===== src/rtl/pipelined_adder.sv =====
// rtl/pipelined_adder.sv - pipelined ripple-chunk adder/subtractor with valid/ready handshake
//
// Ports:
//   clock, reset      rising-edge clock, synchronous active-high reset
//   in_a, in_b        operands (WIDTH bits)
//   in_cin            carry-in, ignored when in_sub=1
//   in_sub            0: A+B+cin, 1: A-B (A+~B+1)
//   in_valid/in_ready input handshake; in_ready is the global advance signal
//   out_sum           result modulo 2^WIDTH
//   out_cout          carry out of the MSB (subtract: 1 = no borrow)
//   out_ovf           signed two's-complement overflow
//   out_valid/out_ready output handshake
//
// Stage k adds chunk k-1 (C = WIDTH/STAGES bits) using the carry registered by
// the previous stage. Operands ride along the pipe so later stages see the
// bits they still have to add; finished sum chunks ride along as well.

module pipelined_adder #(
  parameter int WIDTH  = 8,
  parameter int STAGES = 2
) (
  input  logic             clock,
  input  logic             reset,
  input  logic [WIDTH-1:0] in_a,
  input  logic [WIDTH-1:0] in_b,
  input  logic             in_cin,
  input  logic             in_sub,
  input  logic             in_valid,
  output logic             in_ready,
  output logic [WIDTH-1:0] out_sum,
  output logic             out_cout,
  output logic             out_ovf,
  output logic             out_valid,
  input  logic             out_ready
);

  localparam int C = WIDTH / STAGES;

  logic              advance;

  logic [STAGES-1:0] vld_q, vld_d;
  logic [WIDTH-1:0]  a_q   [STAGES];
  logic [WIDTH-1:0]  a_d   [STAGES];
  logic [WIDTH-1:0]  b_q   [STAGES];
  logic [WIDTH-1:0]  b_d   [STAGES];
  logic [WIDTH-1:0]  sum_q [STAGES];
  logic [WIDTH-1:0]  sum_d [STAGES];
  logic              cy_q  [STAGES];
  logic              cy_d  [STAGES];

  // Carry into each stage's chunk: from the input for stage 1, else the
  // carry registered by the stage before it.
  logic              cy_in [STAGES];
  logic [WIDTH-1:0]  sum_in [STAGES];
  logic [C:0]        chunk [STAGES];

  // The whole pipe moves together; an empty output slot or an accepting
  // consumer lets every stage shift.
  assign advance  = !vld_q[STAGES-1] | out_ready;
  assign in_ready = advance;

  always_comb begin
    // Stage 1 sources come straight from the input port; B is inverted here
    // for subtraction so every later stage is a plain adder.
    vld_d[0]  = in_valid;
    a_d[0]    = in_a;
    b_d[0]    = in_sub ? ~in_b : in_b;
    cy_in[0]  = in_sub ? 1'b1 : in_cin;
    sum_in[0] = '0;
    for (int i = 1; i < STAGES; i++) begin
      vld_d[i]  = vld_q[i-1];
      a_d[i]    = a_q[i-1];
      b_d[i]    = b_q[i-1];
      cy_in[i]  = cy_q[i-1];
      sum_in[i] = sum_q[i-1];
    end
    for (int i = 0; i < STAGES; i++) begin
      chunk[i] = {1'b0, a_d[i][i*C +: C]} + {1'b0, b_d[i][i*C +: C]} + {{C{1'b0}}, cy_in[i]};
      sum_d[i] = sum_in[i];
      sum_d[i][i*C +: C] = chunk[i][C-1:0];
      cy_d[i]  = chunk[i][C];
    end
  end

  always_ff @(posedge clock) begin
    if (reset) begin
      vld_q <= '0;
      for (int i = 0; i < STAGES; i++) begin
        a_q[i]   <= '0;
        b_q[i]   <= '0;
        sum_q[i] <= '0;
        cy_q[i]  <= 1'b0;
      end
    end else if (advance) begin
      vld_q <= vld_d;
      for (int i = 0; i < STAGES; i++) begin
        a_q[i]   <= a_d[i];
        b_q[i]   <= b_d[i];
        sum_q[i] <= sum_d[i];
        cy_q[i]  <= cy_d[i];
      end
    end
  end

  assign out_valid = vld_q[STAGES-1];
  assign out_sum   = sum_q[STAGES-1];
  assign out_cout  = cy_q[STAGES-1];
  // Overflow: operands (after optional inversion) agree in sign but the
  // result does not. Cleared registers give 0 here after reset.
  assign out_ovf   = (a_q[STAGES-1][WIDTH-1] == b_q[STAGES-1][WIDTH-1]) &
                     (sum_q[STAGES-1][WIDTH-1] != a_q[STAGES-1][WIDTH-1]);

endmodule


===== config.mk =====
export PLATFORM = sky130hd
export DESIGN_NAME = pipelined_adder
export DESIGN_NICKNAME = d
export VERILOG_FILES = /design/src/rtl/pipelined_adder.sv
export SDC_FILE = /design/constraint.sdc
export NUM_CORES = 1
export LEC_CHECK = 0
export CAP_MARGIN = 20
export CORE_MARGIN = 2
export CORE_UTILIZATION = 50
export CTS_BUF_LIST = sky130_fd_sc_hd__clkbuf_16
export CTS_CLUSTER_SIZE = 30
export DETAILED_ROUTE_END_ITERATION = 6
export PLACE_DENSITY = 0.81
export SLEW_MARGIN = 20
export SYNTH_ARGS = -nofsm -noshare
export SYNTH_HDL_FRONTEND = slang
export SYNTH_SLANG_ARGS = --single-unit
export TNS_END_PERCENT = 1

===== constraint.sdc =====
create_clock -name clock -period 7 [get_ports clock]
set_input_delay 1.4 -clock clock [delete_from_list [all_inputs] [get_ports clock]]
set_output_delay 1.4 -clock clock [all_outputs]
set_load 0.02 [all_outputs]

==> Word level (Yosys, flattened, before mapping) <==
Memory sizes are Yosys's and may differ from the RTL's.
Cells that the tools add are included.
{ "word_totals": {"wordCells": 38, "in_bits": 22, "regBits": 2, "memories": 4, "ram_bits": 50} }
{ "classes": {"n_eq_ne": 2, "n_bitwise": 11, "add_sub_neg": 4, "muxes": 15, "reduce_logical": 1} }
{ "memory_table": {"columns": ["name", "words", "width", "rd", "rd_ports_with_merged_regs", "write_ports", "line_no", "source"], "rows": [
  ["a_q", 2, 8, 2, 0, 2, "42", "logic [WIDTH-1:0] a_q [STAGES];"],
  ["b_q", 2, 8, 2, 0, 2, "44", "logic [WIDTH-1:0] b_q [STAGES];"],
  ["sum_q", 2, 8, 2, 0, 2, "46", "logic [WIDTH-1:0] sum_q [STAGES];"],
  ["cy_q", 2, 1, 2, 0, 2, "48", "logic cy_q [STAGES];"]
]} }
{ "ops": {"columns": ["cell", "n"], "rows": [
  ["$mux 8", 7],
  ["$add 4x4->5", 2],
  ["$add 5x1->5", 2],
  ["$or 1x1->1", 9],
  ["$mux 1", 8],
  ["$not 8->8", 1],
  ["$and 1x1->1", 1],
  ["$eq 1x1->1", 1],
  ["$logic_not 1->1", 1],
  ["$ne 1x1->1", 1]
]} }

==> Longest topological paths before layout <==
Gate-level depths: netlist of run 1.
{ "depth": {"ltp_word": 6, "mapped_depth": 7, "mapped_depth_nobuf": 6} }

==> Worst setup path before layout of run 1 <==
No wires, ideal clock.
{ "synth_timing": {"path_type": "input -> register", "from": "input port in_sub", "to": "memory cy_q[0][0] (data pin)", "arrival_ns": 3.000, "cell_stages": 7, "slack_ns": 3.742, "path_cell_list": "buf_4 -> or2_2 -> fa_1 -> fa_1 -> a21o_1 -> a21oi_1 -> nor2_1"} }
{ "synth_rtl": {"columns": ["element", "line_no", "source"], "rows": [
  ["start, declared", "27", "input logic in_sub,"],
  ["end, declared", "48", null]
]} }

==> Worst setup path after layout of run 1 <==
{ "layout_timing": {"from": "input port out_ready", "to": "output port in_ready"} }
{ "layout_via": {"elab_chain_cells": 1} }
{ "layout_rtl": {"columns": ["element", "line_no", "source"], "rows": [
  ["start, declared", "34", "input logic out_ready"],
  ["$or 1x1->1", "59", "assign advance = !vld_q[STAGES-1] | out_ready;"],
  ["end, declared", "29", "output logic in_ready,"]
]} }
No other way between the ends.

==> metrics.txt, run 1 <==
Routed Wire Length ~2.3 mm; count of cell types in the netlist 28; cts hold-fix bufs 0; die area between 0.003 and 0.004 mm^2; unrepaired setup endpoints after global routing no; vias in the first global route slightly below 900; DR vias between 800 and 900; nets between 150 and 200; Min-Delay Endpoint vld_q[1]; minimum clock period between 4 and 5 ns; Tightest Pin Transition around 1.1 ns; clk buf depth 2; worst-path cell with the longest stage delay clkdlybuf4s50_1; Final Core Density 70.0%; cell area power density 231 mW/mm^2; worst reg2reg endpoint cy_q[0][1]; via-per-instance ratio roughly 5.2; setup violators final 0; critical path data arrival time 2.76 ns; Max-slew headroom 28.8%; post-synthesis average cell area 13.1 um^2; Design Power 407 uW; Pre-antenna DRT Iters 6; hold path start vld_q[0]; critical path's largest stage delay around 0.65 ns; maximum clock rate between 200 and 250 MHz; Synth top area share between 50% and 60%; routability cong. 0.737; critical path endpoint category output pin; top post-synthesis cells by area edfxtp_1, and3_1, fa_1; CP Class in -> out; Detail Route Antenna Nets 0; Synth Cell Area 0.00135 mm^2; final hold vios 0; TritonCTS Buffers 3; R2R Setup Slk roughly 5.2 ns; site row count 18; WL per Instance approximately 14 um; post-cts sizing count 0; Die Span Y ~56 um; r2r worst-path depth 6; IO Pins 34; worst-path fanout max 22; Hold Path Depth 2; HPWL after detailed placement 1.67 mm; startpoint type of the worst setup path primary input; Fillers 189; Lkg Pwr roughly 0.77 nW; period utilization between 50% and 60%; maximum vdd ir drop approximately 0.16 mV; register area share after synthesis a little under three fifths; most used cell, CP clkdlybuf4s50_1; largest net degree at the start of global routing 25; share of cells above drive strength 1 ~7.4%; CP bufs+invs 2; Max Cap Viol 0; H-tree Lvls 1; crit path cell chain clkdlybuf4s50_1 > nand2b_4 > clkdlybuf4s50_1; Total Routing Usage GR between 10% and 20%; port bufs 33; DRC 0; yosys warns 0; outcome complete, no violations; syn nets around 140; area leader, netlist edfxtp_1; Clock transition at path regs around 0.060 ns; Die X about 56 um; initial antenna violation count 0; global route overflow 0; setup bufs post-CTS 0; Slew Limit Fails 0; initial DRC count 11; register bit total from synthesis 26; critical path required time ~5.6 ns; Mapped Cells roughly 100; area grow syn2layout 30.6%; CTS tree yes; setup_tns 0 ns; # diodes 0; Hold Crit Class reg -> reg; Sink Count 26; first-pass GRT wire length between 3 and 4 mm; clk root buf clkbuf_16; Largest delay share family, worst path buffers and inverters; Initial Utilization between 50% and 60%; core footprint 0.00252 mm^2; Setup Skew 0.00514 ns; Worst-Skew Late Latency approximately 0.26 ns; RR Startpoint a_q[0][4]
[worst max-delay path by stage]
stage	startpoint	endpoint	slack [ns]	cells past startpoint
final	out_ready	in_ready	2.84	3
after global routing	out_ready	in_ready	2.82	3
after CTS	out_ready	in_ready	2.85	3
after detailed placement	out_ready	in_ready	2.86	3
after global placement	out_ready	in_ready	2.88	3
after floorplan	in_sub	cy_q[0][0]	3.74	7
[power by group]
part,switching (mW),total [mW],internal (mW)
Combinational,0.0404,0.0861,0.0457
Clock,0.0493,0.126,0.0764
Sequential,0.00610,0.195,0.189
[stage by stage]
| step | hold slack [ns] | instance area [um^2] | cells | worst slack [ns] |
|---|---|---|---|---|
| after floorplan | 0.419 | 1350 | 103 | 3.74 |
| after global placement | 0.430 | 1690 | 162 | 2.88 |
| after detailed placement | 0.458 | 1690 | 162 | 2.86 |
| after CTS | 0.479 | 1770 | 166 | 2.85 |
| after global routing | 0.516 | 1770 | 166 | 2.82 |
| final | 0.490 | 1770 | 166 | 2.84 |
[flip-flops by register name, summed over array words and instances (netlist names)]
signal	flops
sum_q	12
a_q	5
b_q	5
cy_q	2
vld_q	2
[cells in the mapped netlist]
cell,n
nand3_1,2
nor2_1,9
inv_1,5
edfxtp_1,24
buf_8,1
nand2_2,1
fa_1,4
buf_2,2
nand2b_4,1
nand2_1,2
nand3b_1,2
a21oi_1,3
nor3_2,1
nand2b_1,1
buf_4,1
a21oi_2,2
nor2b_1,1
ha_1,6
xor2_1,4
a21o_1,3
mux2i_1,3
or2_2,1
dfxtp_1,2
xnor2_1,5
and2b_1,1
o21ai_0,2
inv_4,1
and3_1,13
[layout make-up]
type | count | area (um^2) | share of cell area (%)
clock buffer | 3 | 75.1 | 4.25
clock inverter | 1 | 3.75 | 0.213
inverter | 6 | 25.0 | 1.42
multi-input combinational | 67 | 533 | 30.2
sequential | 26 | 761 | 43.1
tap | 30 | 37.5 | 2.13
timing repair buffer | 33 | 330 | 18.7
[worst register-to-register path, stage by stage (launching register included)]
cell and delay (ns):
edfxtp_1 0.39, fa_1 0.46, inv_1 0.08, fa_1 0.17, and2b_1 0.20, o21ai_0 0.16
a21oi_1 0.08
[cells in the final DEF (no fill, tap or decap), drive strengths merged]
| cell | instances |
|---|---|
| clkdlybuf4s50 | 33 |
| edfxtp | 24 |
| and3 | 13 |
| nor2 | 9 |
| inv | 7 |
| ha | 6 |
| xnor2 | 5 |
| a21oi | 5 |
| xor2 | 4 |
| fa | 4 |
| a21o | 3 |
| mux2i | 3 |
| clkbuf | 3 |
| nand2 | 3 |
| o21ai | 2 |
| nand3b | 2 |
| nand3 | 2 |
| dfxtp | 2 |
| nand2b | 2 |
| nor2b | 1 |
| and2b | 1 |
| nor3 | 1 |
| or2 | 1 |
[layer usage]
metal  GRT usage [%]  vias to the layer above  routed length, um
li1                -                      426                  -
met1            16.1                      404                886
met2            29.7                       29               1230
met3            2.79                        8                110
met4            10.5                        0                 82
met5               0                        -                  0
[cell families (layout without fill, tap and decap cells)]
| logic type | Yosys count | after routing | share of synthesized area (%) |
|---|---|---|---|
| compound gates | 10 | 10 | 4.81 |
| xor+xnor | 9 | 9 | 5.83 |
| fa+ha+maj | 10 | 10 | 11.5 |
| buf+inv | 10 | 43 | 4.26 |
| flops | 26 | 26 | 56.3 |
| mux | 3 | 3 | 2.22 |
| simple gates | 35 | 35 | 15.1 |
No activity file was read; power rests on OpenSTA's default activity.
==> run 2, diff against run 1 <==
- CORE_UTILIZATION: 50 -> 48
- PLACE_DENSITY: 0.81 -> 0.78
- clock period: 7 -> 4.1 ns (I/O delays scaled with it)
==> metrics.txt, run 2 (same netlist as run 1, synthesis figures left out) <==
Routed Wire Length 2.21 mm (-4.2%); R2R Setup Slk 2.27 ns (-2.94 ns); site row count 19 (+1); clk root buf clkbuf_16; TritonCTS Buffers 3 (unchanged); final hold vios 0 (unchanged); Hold Path Depth 2 (unchanged); startpoint type of the worst setup path primary input; Fillers 205 (+8.5%); CP Class in -> reg; Tightest Pin Transition 0.521 ns (-0.547 ns); Setup Skew 0.00400 ns (-0.00114 ns); vias in the first global route 853 (-3.5%); Clock transition at path regs 0.06 ns (about the same); maximum clock rate ~330 MHz; setup_tns 0 ns (unchanged); setup violators final 0 (unchanged); IO Pins 34 (unchanged); critical path's largest stage delay 0.62 ns (-0.03 ns); most used cell, CP fa_1; most frequent cells in the layout clkdlybuf4s50_1, edfxtp_1, and3_1, nor2_1; post-cts sizing count 0 (unchanged); largest net degree at the start of global routing 23 (-8.0%); Detail Route Antenna Nets 0 (unchanged); worst-path fanout max 9 (-59%); Die Span Y 57.1 um (+1.9%); H-tree Lvls 1 (unchanged); WL per Instance 13.2 um (-5.3%); outcome complete, no violations; Sink Count 26 (unchanged); setup bufs post-CTS 0 (unchanged); hold path start vld_q[0]; Worst-Skew Late Latency 0.26 ns (about the same); Die X 57.1 um (+1.9%); Initial Utilization 49.9% (-3.7 points); routability cong. 0.738 (+0.15%); port bufs 33 (unchanged); Total Routing Usage GR 15.4% (-0.64 points); via-per-instance ratio 5.12 (-2.0%); core footprint 0.00271 mm^2 (+7.4%); Hold Crit Class reg -> reg; die area 0.00326 mm^2 (+3.9%); hold_ws 0.454 ns (-0.0356 ns); worst-path cell with the longest stage delay clkdlybuf4s50_1; unrepaired setup endpoints after global routing no; HPWL after detailed placement 1.62 mm (-2.9%); Pre-antenna DRT Iters 4 (-2); Slew Limit Fails 0 (unchanged); crit path cell chain clkdlybuf4s50_1 > or2_2 > fa_1 > fa_1 > a21o_1 > a21oi_1 > nor2_1; commonest non-fill, non-tap cell in the layout clkdlybuf4s50_1; cts hold-fix bufs 0 (unchanged); max FFs per register 12 (unchanged); DRC 0 (unchanged); Largest delay share family, worst path adder cells; DR vias 860 (-0.81%); r2r worst-path depth 6 (unchanged); Lkg Pwr 0.771 nW (+0.55%); initial antenna violation count 0 (unchanged); minimum clock period between 3 and 4 ns; cell area power density 391 mW/mm^2 (+70%); period utilization ~74%; first-pass GRT wire length 3.73 mm (-0.53%); clk buf depth 2 (unchanged); maximum vdd ir drop 0.257 mV (+57%); critical path data arrival time 3.04 ns (+0.28 ns); Biggest register sum_q; critical path endpoint category register; global route overflow 0 (unchanged); CP bufs+invs 1 (-1); Max Cap Viol 0 (unchanged); RR Startpoint a_q[0][4]; Min-Delay Endpoint vld_q[1]; Largest regs sum_q x12, a_q x5, b_q x5; worst reg2reg endpoint cy_q[0][1]; critical path required time 4.11 ns (-1.49 ns); nets 170 (+0.59%); area grow syn2layout 31.3%; share of cells above drive strength 1 8.03% (+0.68 points); Max-slew headroom 65.2% (+36 points); # diodes 0 (unchanged); CTS tree yes; initial DRC count 18 (+7)
[run 2: how the worst max path moves through the flow]
stage,cells after the start,from,end,slack [ns]
final,7,in_sub,cy_q[0][0],1.07
after global routing,7,in_sub,cy_q[0][0],0.97
after CTS,7,in_sub,cy_q[0][0],1.06
after detailed placement,7,in_sub,cy_q[0][0],0.79
after global placement,7,in_sub,cy_q[0][0],0.83
after floorplan,7,in_sub,cy_q[0][0],1.42
[run 2: where the power goes]
part | internal (mW) | switching (mW)
Clock | 0.130 | 0.0847
Sequential | 0.323 | 0.0107
Combinational | 0.0775 | 0.0674
[run 2: worst register-to-register path, delay by kind of cell, from the launching register on]
kind	cells	cell delay [ns]
AOI/OAI and AO/OA	2	0.27
and+or+nand+nor	1	0.20
buffers and inverters	1	0.09
adders and majority gates	2	0.64
DFF	1	0.39
[run 2: final cells by class]
cell class | count | area (um^2) | share of cell area [%]
tap | 31 | 38.8 | 2.19
clock buffer | 3 | 75.1 | 4.23
timing repair buffer | 34 | 338 | 19.0
multi-input combinational | 67 | 533 | 30.0
sequential | 26 | 761 | 42.9
clock inverter | 1 | 3.75 | 0.212
inverter | 6 | 25.0 | 1.41
[run 2: stage by stage]
stage | area (um^2) | power (mW) | setup WS (ns) | util, % | cells
6_report | 1770 | 0.694 | 1.07 | 65.5 | 168
3_5_place_dp | 1700 | 0.485 | 0.790 | 62.6 | 164
4_1_cts | 1770 | 0.697 | 1.06 | 65.5 | 168
5_1_grt | 1770 | 0.725 | 0.967 | 65.5 | 168
3_3_place_gp | 1700 | 0.478 | 0.830 | 62.6 | 164
2_1_floorplan | 1350 | 0.423 | 1.42 | - | 103
[run 2: per-layer routing]
layer | up-vias | share of wire [%] | global-route usage, %
met5 | - | 0 | 0
met4 | 0 | 2.9 | 8.97
met3 | 6 | 5.3 | 4.54
met2 | 33 | 50 | 25.9
met1 | 391 | 42 | 17.3
li1 | 430 | - | -
==> run 3, diff against run 2 <==
- clock period: 4.1 -> 3.1 ns (I/O delays scaled with it)
==> metrics.txt, run 3 (same netlist as run 1, synthesis figures left out) <==
critical path required time 3.10 ns (-1.01 ns); Sink Count 26 (unchanged); setup violators final 0 (unchanged); critical path data arrival time 2.68 ns (-0.36 ns); initial antenna violation count 0 (unchanged); most frequent cells in the layout clkdlybuf4s50_1, edfxtp_1, and3_1, nor2_1, ha_1; RR Startpoint a_q[0][4]; H-tree Lvls 1 (unchanged); Slew Limit Fails 0 (unchanged); CP Class in -> reg; critical path endpoint category register; via-per-instance ratio 5.10 (-0.38%); Comb pwr share 21.3% (+0.4 points); minimum clock period 2.68 ns; setup_tns 0 ns (unchanged); hold path start vld_q[0]; Detail Route Antenna Nets 0 (unchanged); Design Area, Final 0.00180 mm^2 (+1.3%); Lkg Pwr 0.781 nW (+1.3%); Die Span Y 57.1 um (unchanged); Fillers 214 (+4.4%); CTS tree yes; DR vias 872 (+1.4%); area grow syn2layout 33.0%; Clock transition at path regs 0.06 ns (about the same); outcome complete, no violations; unrepaired setup endpoints after global routing no; Initial Utilization 49.9% (unchanged); post-cts sizing count 0 (unchanged); Largest regs sum_q x12, a_q x5, b_q x5; Max-slew headroom 83.7% (+19 points); Cell Int Power 704 uW (+33%); Die X 57.1 um (unchanged); first-pass GRT wire length 3.55 mm (-4.6%); commonest non-fill, non-tap cell in the layout clkdlybuf4s50_1; final hold vios 0 (unchanged); largest net degree at the start of global routing 23 (unchanged); DRC 0 (unchanged); port bufs 33 (unchanged); Pre-antenna DRT Iters 4 (unchanged); routability cong. 0.739 (+0.15%); vias in the first global route 837 (-1.9%); Total Routing Usage GR 14.0% (-1.4 points); initial DRC count 21 (+3); crit path cell chain clkdlybuf4s50_1 > or2_2 > fa_1 > fa_1 > a21o_1 > a21oi_1 > nor2_1; Hold Crit Class reg -> reg; critical path's largest stage delay 0.48 ns (-0.14 ns); most used cell, CP fa_1; Routed Wire Length 2.11 mm (-4.6%); TritonCTS Buffers 3 (unchanged); crit path launch in_sub; period utilization between 80% and 90%; CP bufs+invs 1 (unchanged); worst-path fanout max 4 (-5); global route overflow 0 (unchanged); Sw Pwr 208 uW (+28%); Worst-Skew Late Latency 0.25 ns (about the same); Setup Skew 0.00210 ns (-0.00190 ns); Register Area 761 um^2 (unchanged); share of cells above drive strength 1 10.0% (+2.0 points); site row count 19 (unchanged); WL per Instance 12.4 um (-6.3%); HPWL after detailed placement 1.67 mm (+3.1%); clock group share of total power 30.3% (-0.7 points); nets 173 (+1.8%); Largest delay share family, worst path adder cells; # diodes 0 (unchanged); fraction of power consumed by sequential logic 48.3% (+0.2 points); Max Cap Viol 0 (unchanged); cts hold-fix bufs 0 (unchanged); clk root buf clkbuf_16; Placement Cell Area 0.00172 mm^2 (+1.3%); core footprint 0.00271 mm^2 (unchanged); max FFs per register 12 (unchanged); maximum clock rate 373 MHz; setup bufs post-CTS 0 (unchanged); IO Pins 34 (unchanged); maximum vdd ir drop 0.295 mV (+15%); startpoint type of the worst setup path primary input; clk buf depth 2 (unchanged); Design Power 912 uW (+31%); switching share of power 22.8% (-0.68 points); hold_ws 0.468 ns (+0.0140 ns); Tightest Pin Transition 0.243 ns (-0.278 ns); die area 0.00326 mm^2 (unchanged); cell area power density 508 mW/mm^2 (+30%); worst-path cell with the longest stage delay clkdlybuf4s50_1; Biggest register sum_q; Final Core Density 66.3% (+0.83 points); multi-input logic area 533 um^2 (unchanged)
run 3: tightest hold or removal path: stages, from the launching register on:
cell     delay (ns)
dfxtp_1        0.32
inv_1          0.05
a21oi_1        0.05
run 3: power groups by stage:
stage | clock network, mW | registers, mW | logic (mW)
floorplan | 0 | 0.467 | 0.0928
detailed placement | 0 | 0.449 | 0.195
global route | 0.294 | 0.445 | 0.215
finish | 0.277 | 0.441 | 0.194
CTS | 0.278 | 0.441 | 0.197
global placement | 0 | 0.446 | 0.189
run 3: final cells by class:
type	count	share of cell area (%)
clock inverter	1	0.209
clock buffer	3	4.18
sequential	26	42.3
multi-input combinational	67	29.7
timing repair buffer	37	20.1
inverter	6	1.39
tap	31	2.16
run 3: final timing paths:
check,end,slack [ns],cells after the start
max,cy_q[0][0],0.42,7
min,vld_q[1],0.47,2
max reg2reg,cy_q[0][1],1.31,6
min reg2reg,vld_q[1],0.47,2
run 3: layer usage:
metal  share of wire [%]  routed length [um]  track usage, %  vias to the layer above
li1                    -                   -               -                      434
met1                  40                 845            17.3                      404
met2                  53                1130            24.0                       30
met3                 4.8                 101            2.72                        4
met4                 1.7                  35            6.31                        0
met5                   0                   0               0                        -
run 3: stage by stage:
step,setup slack (ns),std cells
floorplan,0.622,103
global placement,0.252,167
detailed placement,0.155,167
CTS,0.422,171
global route,0.300,171
finish,0.421,171
